$ cat src/rtl/wd_reg_access.sv
// Sequencer for CPU accesses to WD33C93 registers: chip select, read/write strobes
// and data-bus enable with programmable setup/strobe/hold, plus active-low cycle termination.
module wd_reg_access #(
    parameter int SETUP_CYC  = 1,
    parameter int STROBE_CYC = 3,
    parameter int HOLD_CYC   = 1
) (
    input  logic       nCPUCLK,
    input  logic       _RST,
    input  logic       AS_,
    input  logic       DMAC_,
    input  logic       WDREGREQ,
    input  logic       R_W,
    input  logic [7:0] DIN,
    input  logic [7:0] PD_IN,
    output logic       SCSI_CS_,
    output logic       SCSI_RE_,
    output logic       SCSI_WE_,
    output logic [7:0] PD_OUT,
    output logic       PD_OE,
    output logic [7:0] DOUT,
    output logic       DOUT_OE,
    output logic       WD_DSK_,
    output logic [2:0] dbg_state
);

    typedef enum logic [2:0] {
        IDLE   = 3'd0,
        SETUP  = 3'd1,
        STROBE = 3'd2,
        HOLD   = 3'd3,
        TERM   = 3'd4
    } state_t;

    localparam logic [2:0] SETUP_LD  = 3'(SETUP_CYC - 1);
    localparam logic [2:0] STROBE_LD = 3'(STROBE_CYC - 1);
    localparam logic [2:0] HOLD_LD   = 3'(HOLD_CYC - 1);

    state_t     state, state_nxt;
    logic [2:0] cnt, cnt_nxt;
    logic       dir, dir_nxt;
    logic       aborting, aborting_nxt;
    logic       capture;
    logic       start;
    logic       timed;
    logic       busy_nxt;

    assign start     = (state == IDLE) & ~AS_ & ~DMAC_ & WDREGREQ;
    assign timed     = (state == SETUP) | (state == STROBE) | (state == HOLD);
    assign busy_nxt  = (state_nxt == SETUP) | (state_nxt == STROBE) | (state_nxt == HOLD);
    assign dbg_state = state;

    always_comb begin
        state_nxt    = state;
        cnt_nxt      = cnt;
        dir_nxt      = dir;
        aborting_nxt = aborting;
        capture      = 1'b0;
        if (start) begin
            state_nxt    = SETUP;
            cnt_nxt      = SETUP_LD;
            dir_nxt      = R_W;
            aborting_nxt = 1'b0;
        end else if (timed) begin
            // Once aborting, AS_ is ignored so a held-high AS_ cannot stretch HOLD forever.
            if (AS_ && !aborting) begin
                state_nxt    = HOLD;
                cnt_nxt      = HOLD_LD;
                aborting_nxt = 1'b1;
            end else if (cnt != 3'd0) begin
                cnt_nxt = cnt - 3'd1;
            end else begin
                case (state)
                    SETUP: begin
                        state_nxt = STROBE;
                        cnt_nxt   = STROBE_LD;
                    end
                    STROBE: begin
                        state_nxt = HOLD;
                        cnt_nxt   = HOLD_LD;
                        capture   = dir;
                    end
                    default: begin
                        state_nxt    = aborting ? IDLE : TERM;
                        cnt_nxt      = 3'd0;
                        aborting_nxt = 1'b0;
                    end
                endcase
            end
        end else if (state == TERM) begin
            if (AS_) state_nxt = IDLE;
        end
    end

    // Every output is a registered function of the next state, so pins change on the same edge as the FSM.
    always_ff @(posedge nCPUCLK) begin
        if (!_RST) begin
            state    <= IDLE;
            cnt      <= 3'd0;
            dir      <= 1'b0;
            aborting <= 1'b0;
            SCSI_CS_ <= 1'b1;
            SCSI_RE_ <= 1'b1;
            SCSI_WE_ <= 1'b1;
            WD_DSK_  <= 1'b1;
            PD_OE    <= 1'b0;
            DOUT_OE  <= 1'b0;
            PD_OUT   <= 8'h00;
            DOUT     <= 8'h00;
        end else begin
            state    <= state_nxt;
            cnt      <= cnt_nxt;
            dir      <= dir_nxt;
            aborting <= aborting_nxt;
            SCSI_CS_ <= ~busy_nxt;
            SCSI_RE_ <= ~((state_nxt == STROBE) & dir_nxt);
            SCSI_WE_ <= ~((state_nxt == STROBE) & ~dir_nxt);
            WD_DSK_  <= ~(state_nxt == TERM);
            PD_OE    <= busy_nxt & ~dir_nxt;
            DOUT_OE  <= (state_nxt == TERM) & dir_nxt;
            if (start && !R_W) PD_OUT <= DIN;
            if (capture) DOUT <= PD_IN;
        end
    end

endmodule
$ cat config.mk
export PLATFORM = sky130hd
export DESIGN_NAME = wd_reg_access
export DESIGN_NICKNAME = d
export VERILOG_FILES = /design/src/rtl/wd_reg_access.sv
export SDC_FILE = /design/constraint.sdc
export NUM_CORES = 1
export LEC_CHECK = 0
export ABC_CLOCK_PERIOD_IN_PS = 3000
export CAP_MARGIN = 25
export CORE_UTILIZATION = 47
export DETAILED_ROUTE_END_ITERATION = 6
export PLACE_DENSITY = 0.82
export SYNTH_ARGS = -nofsm -noshare
export SYNTH_HDL_FRONTEND = slang
export SYNTH_SLANG_ARGS = --single-unit
$ cat constraint.sdc
create_clock -name nCPUCLK -period 3 [get_ports nCPUCLK]
set_clock_uncertainty 0.1 [all_clocks]
set_input_delay 0.75 -clock nCPUCLK [delete_from_list [all_inputs] [get_ports nCPUCLK]]
set_output_delay 0.75 -clock nCPUCLK [all_outputs]
set_load 0.02 [all_outputs]
==> summary.txt, run 1 <==
Status = finished clean
Critical Path RT = 2150 ps
Clock transition at path regs = 100 ps
Max H-tree Level = 2
Post-DP HPWL = 2130 um
Final nets = 201
Main area contributors after synthesis = dfxtp_1, mux2i_1, nor2b_1
Crit path DAT = 1640 ps
Post-synthesis cell count = 126
Number of synthesis warnings = 0
Seq/Total Area, Yosys = 46.7%
EDFF count, synth = 0
Initial Util = 51.0%
Worst hold slack = 411 ps
Placer Congestion = 0.783
DP Worst Slack = 194 ps
Worst stage delay on the critical path = 700 ps
Reg-to-reg slack, setup = 990 ps
VDD IR max = 0.397 mV
Max_cap viols = 0
Initial DRT Pass Iterations = 4
Initial DRC Count = 12
Average routed wire per standard cell = 13.8 um
Final setup TNS = 0 ps
Pin count of the biggest net entering global routing = 25
Most common flop cell mapped by yosys = dfxtp_1
Die footprint = 0.00295 mm^2
Fmax = 401 MHz
CTS Hold Bufs = 0
Slew margin rel. = 68.0%
Ratio of final minimum period to clock period = 83.1%
Max-slew violation count = 0
Total design power = 891 uW
Finished Core Util = 73.3%
RSZ-0062 raised after global routing = no
Maximum root-to-sink buffer count = 2
Postcts setup bufs = 0
Critical path, cell by cell = clkdlybuf4s50_1
Buffers on Ports = 46
Cell Pwr Density = 482 mW/mm^2
Synth cell types = 34
Chip Height = 54.3 um
Total track usage = 22.0%
Number of synthesized register bits = 30
Clk sink count = 30
Cell Rows = 18
Final hold violation count = 0
Crit path time final = 2490 ps
CTS buffer count = 5
Post-route worst setup slack = 506 ps
Clk_lat worst skew = 330 ps
Post-synth top cells = dfxtp_1, nor2b_1, mux2i_1
Core area = 0.00252 mm^2
DR vias/cell = 5.31
Syn Area/Cell = 10.2 um^2
Family with the most delay on the worst path = buffers and inverters
CTS tree = yes
Area leader, netlist = dfxtp_1
Post-route antenna net violation count = 0
Area grow syn2layout = 43.7%
Worst Setup End Kind = output pin
Share of flip-flops with an asynchronous set or reset = 0%
First-pass GRT wire length = 4510 um
Post-cts sizing count = 0
Number of global-route vias before repair = 1067
Pleak = 0.714 nW
Fraction of layout cells with a size suffix above 1 = 7.30%
Slowest cell on the critical path = clkdlybuf4s50_1
Worst Hold Class = flip-flop to flip-flop
Clock Tree Root = clkbuf_4
Crit start category = flip-flop
Count leader, synth = dfxtp_1
Yosys top cell area share = 46.7%
Ports = 47
Routed wire length = 2870 um
N_diodes = 0
Via count = 1105
CP max FO = 13
CP bufs+invs = 1
Global route overflow = 0
Crit Path Category = flip-flop to output pin
Initial antenna violation count = 0
DRC Markers = 0
Post-synthesis cell area = 0.00129 mm^2
Endpoints failing setup = 0
Die X = 54.3 um
Mapped Nets = 150
Slew @ Worst Pin = 479 ps
## layer usage
| layer | GRT usage [%] | vias up | part of all wire (%) |
|---|---|---|---|
| li1 | - | 550 | - |
| met1 | 24.6 | 518 | 43 |
| met2 | 37.8 | 32 | 51 |
| met3 | 6.39 | 5 | 4.7 |
| met4 | 10.7 | 0 | 1.3 |
| met5 | 0 | - | 0 |
## cell type report
class / count / area (um^2)
flip-flops and latches: 30 / 601
inverters: 6 / 22.5
repair buffers: 49 / 483
clock inverters: 1 / 5.00
well taps: 30 / 37.5
fillers: 196 / 674
clock buffers: 7 / 55.1
multi-input cells: 85 / 644
## placed cells by master (no fill, tap or decap), drive strengths merged, types with 2 or more instances in the layout
cell           count
a21oi              8
buf                3
clkbuf             7
clkdlybuf4s50     46
dfxtp             30
ha                 2
inv                6
mux2i             18
nand2              2
nand2b             3
nand3              2
nor2               5
nor2b             20
nor3               2
o21ai              3
or4b               3
## flip-flops by register name, indices dropped and copies added, names as in the netlist
signal / count
PD_OE: 1
DOUT_OE: 1
dbg_state: 3
DOUT: 8
SCSI_CS_: 1
aborting: 1
PD_OUT: 8
cnt: 3
WD_DSK_: 1
SCSI_RE_: 1
dir: 1
SCSI_WE_: 1
## worst min-delay path: cells and delay by family, from the launching register on
kind,cells,cell delay [ps]
AOI/OAI and AO/OA,1,60
DFF,1,340
and+or+nand+nor,1,80
## cells by family (layout without fill, tap and decap cells)
kind of cell	count (synthesis)	count (layout)	share of synthesized area [%]
AOI/OAI and AO/OA	18	18	8.76
and+or+nand+nor	47	47	25.4
adders and majority gates	2	2	1.95
DFF	30	30	46.7
buffers and inverters	11	63	3.21
muxes	18	18	14.0
## power breakdown
part           total (mW)  leakage, nW  internal [mW]  switching [mW]
Combinational       0.197        0.436         0.0994          0.0975
Sequential          0.443        0.243          0.419          0.0241
Clock               0.251       0.0353          0.113           0.137
## worst paths after layout
check | depth (start not counted) | to | from
max | 1 | dbg_state[0] | dbg_state[0]$_SDFF_PN0_
min | 2 | cnt[1]$_SDFFE_PP0N_ | cnt[1]$_SDFFE_PP0N_
max reg2reg | 5 | SCSI_RE_$_SDFF_PN1_ | cnt[0]$_SDFFE_PP0N_
min reg2reg | 2 | cnt[1]$_SDFFE_PP0N_ | cnt[1]$_SDFFE_PP0N_
## metrics by stage
stage	instance area (um^2)	cells
floorplan	1290	126
global placement	1790	200
detailed placement	1790	200
CTS	1850	208
global route	1850	208
finish	1850	208
Power figures use the tool's default switching activity.
==> run 2: changes to the inputs <==
- ABC_CLOCK_PERIOD_IN_PS: 3000 -> 2610
- CORE_UTILIZATION: 47 -> 43
- PLACE_DENSITY: 0.82 -> 0.76
- clock period: 3 -> 2.61 ns (I/O delays scaled with it)
==> run 2 against run 1 <==
Compared with the run above: the flow now finishes with violations (design-rule violations); critical path depth stayed put; hold slack worse by 11 ps; register-to-register slack lost 360 ps; highest routed layer unchanged; die area rose by 8.9%; wire length down 2.3%; largest cell class unchanged; setup slack got worse by 290 ps; first-iteration DRC count grew to 3.0 times the previous value; utilization decreased by 6.4 points; non-clock buffer count up 2; sequential power increased by 15%; combinational power grew 20%.
==> summary.txt, run 2 (synthesis gave the netlist of run 1 again) <==
Most common cell after layout, fill and taps aside = clkdlybuf4s50_1 (unchanged)
Pin count of the biggest net entering global routing = 25 (unchanged)
Chip Height = 56.7 um (was 54.3 um)
Endpoints failing setup = 0 (unchanged)
CP max FO = 13 (unchanged)
Crit path time final = 2400 ps
Fraction of layout cells with a size suffix above 1 = 8.33% (was 7.30%)
Worst stage delay on the critical path = 690 ps (was 700 ps)
DRC Markers = 4 (was 0)
Post-route antenna net violation count = 0 (unchanged)
Buffers on Ports = 46 (unchanged)
Ratio of final minimum period to clock period = 91.9%
Clk sink count = 30 (unchanged)
Family with the most delay on the worst path = buffers and inverters (unchanged)
CTS buffer count = 5 (unchanged)
Initial DRT Pass Iterations = 6 (was 4)
CTS Hold Bufs = 0 (unchanged)
Ports = 47 (unchanged)
Initial Util = 45.9% (was 51.0%)
Max H-tree Level = 2 (unchanged)
Critical path, cell by cell = clkdlybuf4s50_1 (unchanged)
Total design power = 1.03 mW (was 891 uW)
Placer Congestion = 0.796 (was 0.783)
Area grow syn2layout = 45.9% (was 43.7%)
Clk_lat worst skew = 330 ps (about the same)
Status = finished with violations (was finished clean)
CTS tree = yes (unchanged)
Clock Tree Root = clkbuf_4 (unchanged)
Post-cts sizing count = 0 (unchanged)
Cell Rows = 19 (was 18)
Fmax = 417 MHz
Global route overflow = 0 (unchanged)
Total track usage = 19.6% (was 22.0%)
Crit Path Category = flip-flop to output pin (unchanged)
Slew @ Worst Pin = 479 ps (about the same)
Pleak = 0.726 nW (was 0.714 nW)
Core area = 0.00281 mm^2 (was 0.00252 mm^2)
CP bufs+invs = 1 (unchanged)
Worst Hold Class = flip-flop to flip-flop (unchanged)
Average routed wire per standard cell = 13.3 um (was 13.8 um)
Post-DP HPWL = 2090 um (was 2130 um)
Worst hold slack = 400 ps (was 411 ps)
Cell Pwr Density = 549 mW/mm^2 (was 482 mW/mm^2)
Final Instance Count excl. Fillers = 211 (was 208)
Initial antenna violation count = 0 (unchanged)
Postcts setup bufs = 0 (unchanged)
Number of global-route vias before repair = 1071 (was 1067)
Final nets = 203 (was 201)
Via count = 1076 (was 1105)
FILL cells = 233 (was 196)
Leading cell types in the layout, fill and taps excluded = clkdlybuf4s50_1, dfxtp_1, nor2b_1, mux2i_1, a21oi_1 (unchanged)
Crit start category = flip-flop (unchanged)
Clock transition at path regs = 90 ps (was 100 ps)
Reg area = 601 um^2 (unchanged)
First-pass GRT wire length = 4770 um (was 4510 um)
Maximum root-to-sink buffer count = 2 (unchanged)
Final hold violation count = 0 (unchanged)
N_diodes = 0 (unchanged)
Slowest cell on the critical path = clkdlybuf4s50_1 (unchanged)
Crit path DAT = 1650 ps (was 1640 ps)
Die X = 56.7 um (was 54.3 um)
RSZ-0062 raised after global routing = no (unchanged)
Slew margin rel. = 68.1% (was 68.0%)
Critical Path RT = 1860 ps (was 2150 ps)
DR vias/cell = 5.10 (was 5.31)
Failing checks = design-rule violations
Initial DRC Count = 36 (was 12)
Max-slew violation count = 0 (unchanged)
Dpl cell area = 0.00182 mm^2 (was 0.00179 mm^2)
Worst Setup End Kind = output pin (unchanged)
Placed insts = 203 (was 200)
VDD IR max = 0.422 mV (was 0.397 mV)
Multi-input logic area = 644 um^2 (unchanged)
Post-route cell area = 0.00188 mm^2 (was 0.00185 mm^2)
Largest registers = DOUT x8, PD_OUT x8 (unchanged)
Die footprint = 0.00321 mm^2 (was 0.00295 mm^2)
Routed wire length = 2800 um (was 2870 um)
Max_cap viols = 0 (unchanged)
==> run 2: layout make-up <==
cell class / count / share of cell area, %
clock buffer: 7 / 2.93
clock inverter: 1 / 0.267
inverter: 6 / 1.20
multi-input combinational: 85 / 34.3
sequential: 30 / 32.0
tap: 31 / 2.07
timing repair buffer: 51 / 27.2
==> run 2: metrics by stage <==
step           util (%)  setup slack [ps]  TNS (ps)
2_1_floorplan         -               458         0
3_3_place_gp       64.8              59.5         0
3_5_place_dp       64.8             -23.7     -26.8
4_1_cts            66.9               201         0
5_1_grt            66.9               144         0
6_report           66.9               212         0
==> run 2: per-layer routing <==
layer	global-route usage, %	share of wire (%)	vias up
met2	32.1	48	28
met3	6.45	5.4	7
li1	-	-	551
met5	0	0	-
met4	10.0	2.0	0
met1	22.5	45	490
==> run 2: path summary, 6_finish.rpt <==
| path | cells after the start | start | slack (ps) | endpoint |
|---|---|---|---|---|
| hold reg to reg | 2 | cnt[1]$_SDFFE_PP0N_ | 400 | cnt[1]$_SDFFE_PP0N_ |
| hold / removal | 2 | cnt[1]$_SDFFE_PP0N_ | 400 | cnt[1]$_SDFFE_PP0N_ |
| setup / recovery | 1 | dbg_state[0]$_SDFF_PN0_ | 210 | dbg_state[0] |
| setup reg to reg | 5 | cnt[0]$_SDFFE_PP0N_ | 630 | SCSI_WE_$_SDFF_PN1_ |
==> run 2: power breakdown <==
| group | leakage, nW | internal, mW | switching (mW) | total, mW |
|---|---|---|---|---|
| Sequential | 0.243 | 0.482 | 0.0273 | 0.509 |
| Combinational | 0.448 | 0.122 | 0.114 | 0.236 |
| Clock | 0.0353 | 0.130 | 0.155 | 0.285 |
==> run 3: changes to the inputs <==
- CELL_PAD_IN_SITES_DETAIL_PLACEMENT: unset -> 1
- CELL_PAD_IN_SITES_GLOBAL_PLACEMENT: unset -> 1
- CORE_MARGIN: unset -> 2
- CORE_UTILIZATION: 43 -> 32
- PLACE_DENSITY: 0.76 -> 0.75
==> run 3 against run 2 <==
Compared with the run above: the run now ends clean; sequential power is 2% lower; global-route usage fell by 3.7 points; count of clock-buffer cells in the layout unchanged; via count up 2.3%; setup slack gained 87 ps; total power increased by 16%; first-iteration DRC count increased by 14%; critical path depth stayed put; non-clock buffer count did not move; register-to-register slack worse by 60 ps; hold slack got worse by 3.2 ps; largest power group unchanged.
==> summary.txt, run 3 (synthesis gave the netlist of run 1 again) <==
Crit Reg-Reg Startpoint = cnt[0]$_SDFFE_PP0N_ (unchanged)
Critical Path RT = 1860 ps (about the same)
Global route overflow = 0 (unchanged)
Internal = 886 uW (was 734 uW)
FILL cells = 441 (was 233)
Cell Pwr Density = 621 mW/mm^2 (was 549 mW/mm^2)
Final Instance Count excl. Fillers = 230 (was 211)
Max_cap viols = 0 (unchanged)
Slew @ Worst Pin = 412 ps (was 479 ps)
Core area = 0.00394 mm^2 (was 0.00281 mm^2)
Crit path DAT = 1560 ps (was 1650 ps)
Crit start category = flip-flop (unchanged)
Family with the most delay on the worst path = buffers and inverters (unchanged)
Critical Path End = dbg_state[2] (was dbg_state[0])
Switching power = 314 uW (was 296 uW)
Final nets = 203 (unchanged)
Slowest cell on the critical path = clkdlybuf4s50_1 (unchanged)
Die X = 67.4 um (was 56.7 um)
Crit Path Category = flip-flop to output pin (unchanged)
Pin count of the biggest net entering global routing = 25 (unchanged)
R2r endpoint = SCSI_WE_$_SDFF_PN1_ (unchanged)
Post-cts sizing count = 0 (unchanged)
Switching Share = 26.1% (was 28.7%)
Initial Util = 32.6% (was 45.9%)
Chip Height = 67.4 um (was 56.7 um)
Initial antenna violation count = 0 (unchanged)
CTS tree = yes (unchanged)
Number of global-route vias before repair = 1124 (was 1071)
Area grow syn2layout = 50.4% (was 45.9%)
Buffers on Ports = 46 (unchanged)
First-pass GRT wire length = 5280 um (was 4770 um)
RSZ-0062 raised after global routing = no (unchanged)
Finished Core Util = 49.1% (was 66.9%)
DP Worst Slack = 5.27 ps (was -23.7 ps)
Initial DRT Pass Iterations = 4 (was 6)
Clock transition at path regs = 60 ps (was 90 ps)
Initial DRC Count = 41 (was 36)
Endpoints failing setup = 0 (unchanged)
Via count = 1101 (was 1076)
DR vias/cell = 4.79 (was 5.10)
Comb power frac = 20.5% (was 22.9%)
Post-route antenna net violation count = 0 (unchanged)
Seq pwr share = 41.7% (was 49.4%)
VDD IR max = 0.273 mV (was 0.422 mV)
Final hold violation count = 0 (unchanged)
Total track usage = 15.9% (was 19.6%)
Max-slew violation count = 0 (unchanged)
Average routed wire per standard cell = 14.3 um (was 13.3 um)
Worst stage delay on the critical path = 710 ps (was 690 ps)
DRC Markers = 0 (was 4)
Clock power share = 37.8% (was 27.7%)
Worst Hold Class = flip-flop to flip-flop (unchanged)
Fraction of layout cells with a size suffix above 1 = 7.78% (was 8.33%)
CP max FO = 10 (was 13)
Placer Congestion = 0.785 (was 0.796)
Ratio of final minimum period to clock period = 88.6% (was 91.9%)
Clk_lat worst skew = 280 ps (was 330 ps)
Crit path depth = 1 (unchanged)
Clk sink count = 30 (unchanged)
Placed insts = 222 (was 203)
Post-route worst setup slack = 299 ps (was 212 ps)
N_diodes = 0 (unchanged)
Postcts setup bufs = 0 (unchanged)
Slew margin rel. = 72.5% (was 68.1%)
FF-to-FF path depth = 5 (unchanged)
Post-DP HPWL = 2490 um (was 2090 um)
Die footprint = 0.00454 mm^2 (was 0.00321 mm^2)
Worst hold slack = 397 ps (was 400 ps)
CP bufs+invs = 1 (unchanged)
Status = finished clean (was finished with violations)
Reg-to-reg slack, setup = 570 ps (was 630 ps)
Leading cell types in the layout, fill and taps excluded = clkdlybuf4s50_1, dfxtp_1, nor2b_1, mux2i_1, a21oi_1 (unchanged)
Critical path, cell by cell = clkdlybuf4s50_1 (unchanged)
Routed wire length = 3280 um (was 2800 um)
CTS buffer count = 5 (unchanged)
Most common cell after layout, fill and taps aside = clkdlybuf4s50_1 (unchanged)
Pleak = 0.741 nW (was 0.726 nW)
Max H-tree Level = 2 (unchanged)
Maximum root-to-sink buffer count = 2 (unchanged)
Fmax = 433 MHz (was 417 MHz)
Cell Rows = 23 (was 19)
Ports = 47 (unchanged)
Largest registers = DOUT x8, PD_OUT x8 (unchanged)
CTS Hold Bufs = 0 (unchanged)
Worst setup startpoint = dbg_state[2]$_SDFF_PN0_ (was dbg_state[0]$_SDFF_PN0_)
Crit path time final = 2310 ps (was 2400 ps)
Worst Setup End Kind = output pin (unchanged)
Final setup TNS = 0 ps (unchanged)
Clock Tree Root = clkbuf_8 (was clkbuf_4)
-- run 3: worst min-delay path by stage --
stage,start,endpoint,slack (ps),depth (start not counted)
after floorplan,dir$_SDFF_PN0_,SCSI_RE_$_SDFF_PN1_,350,2
after global placement,cnt[1]$_SDFFE_PP0N_,cnt[1]$_SDFFE_PP0N_,380,2
after detailed placement,cnt[1]$_SDFFE_PP0N_,cnt[1]$_SDFFE_PP0N_,390,2
after CTS,cnt[1]$_SDFFE_PP0N_,cnt[1]$_SDFFE_PP0N_,400,2
after global routing,cnt[1]$_SDFFE_PP0N_,cnt[1]$_SDFFE_PP0N_,440,2
final,cnt[1]$_SDFFE_PP0N_,cnt[1]$_SDFFE_PP0N_,400,2
-- run 3: stage by stage --
step / instance area [um^2] / power [mW]
after floorplan: 1290 / 0.649
after global placement: 1830 / 0.747
after detailed placement: 1830 / 0.757
after CTS: 1930 / 1.21
after global routing: 1930 / 1.26
final: 1930 / 1.20
-- run 3: final cells by class --
type | count | area (um^2) | area share [%]
Tap cell | 50 | 62.6 | 3.23
Sequential cell | 30 | 601 | 31.0
Timing Repair Buffer | 51 | 498 | 25.7
Clock inverter | 1 | 30.0 | 1.55
Clock buffer | 7 | 76.3 | 3.95
Inverter | 6 | 22.5 | 1.16
Multi-Input combinational cell | 85 | 644 | 33.3
-- run 3: metal layers --
metal	global-route usage [%]	vias up	wire length, um
met5	0	-	0
met4	4.59	0	34
met3	6.67	5	242
met2	27.2	33	1610
met1	18.0	518	1400
li1	-	545	-
-- run 3: power by group through the flow --
stage | Sequential (mW) | Combinational, mW | Clock [mW]
final | 0.501 | 0.245 | 0.454
after global routing | 0.504 | 0.270 | 0.485
after CTS | 0.501 | 0.248 | 0.463
after detailed placement | 0.510 | 0.246 | 0
after global placement | 0.509 | 0.238 | 0
after floorplan | 0.529 | 0.120 | 0
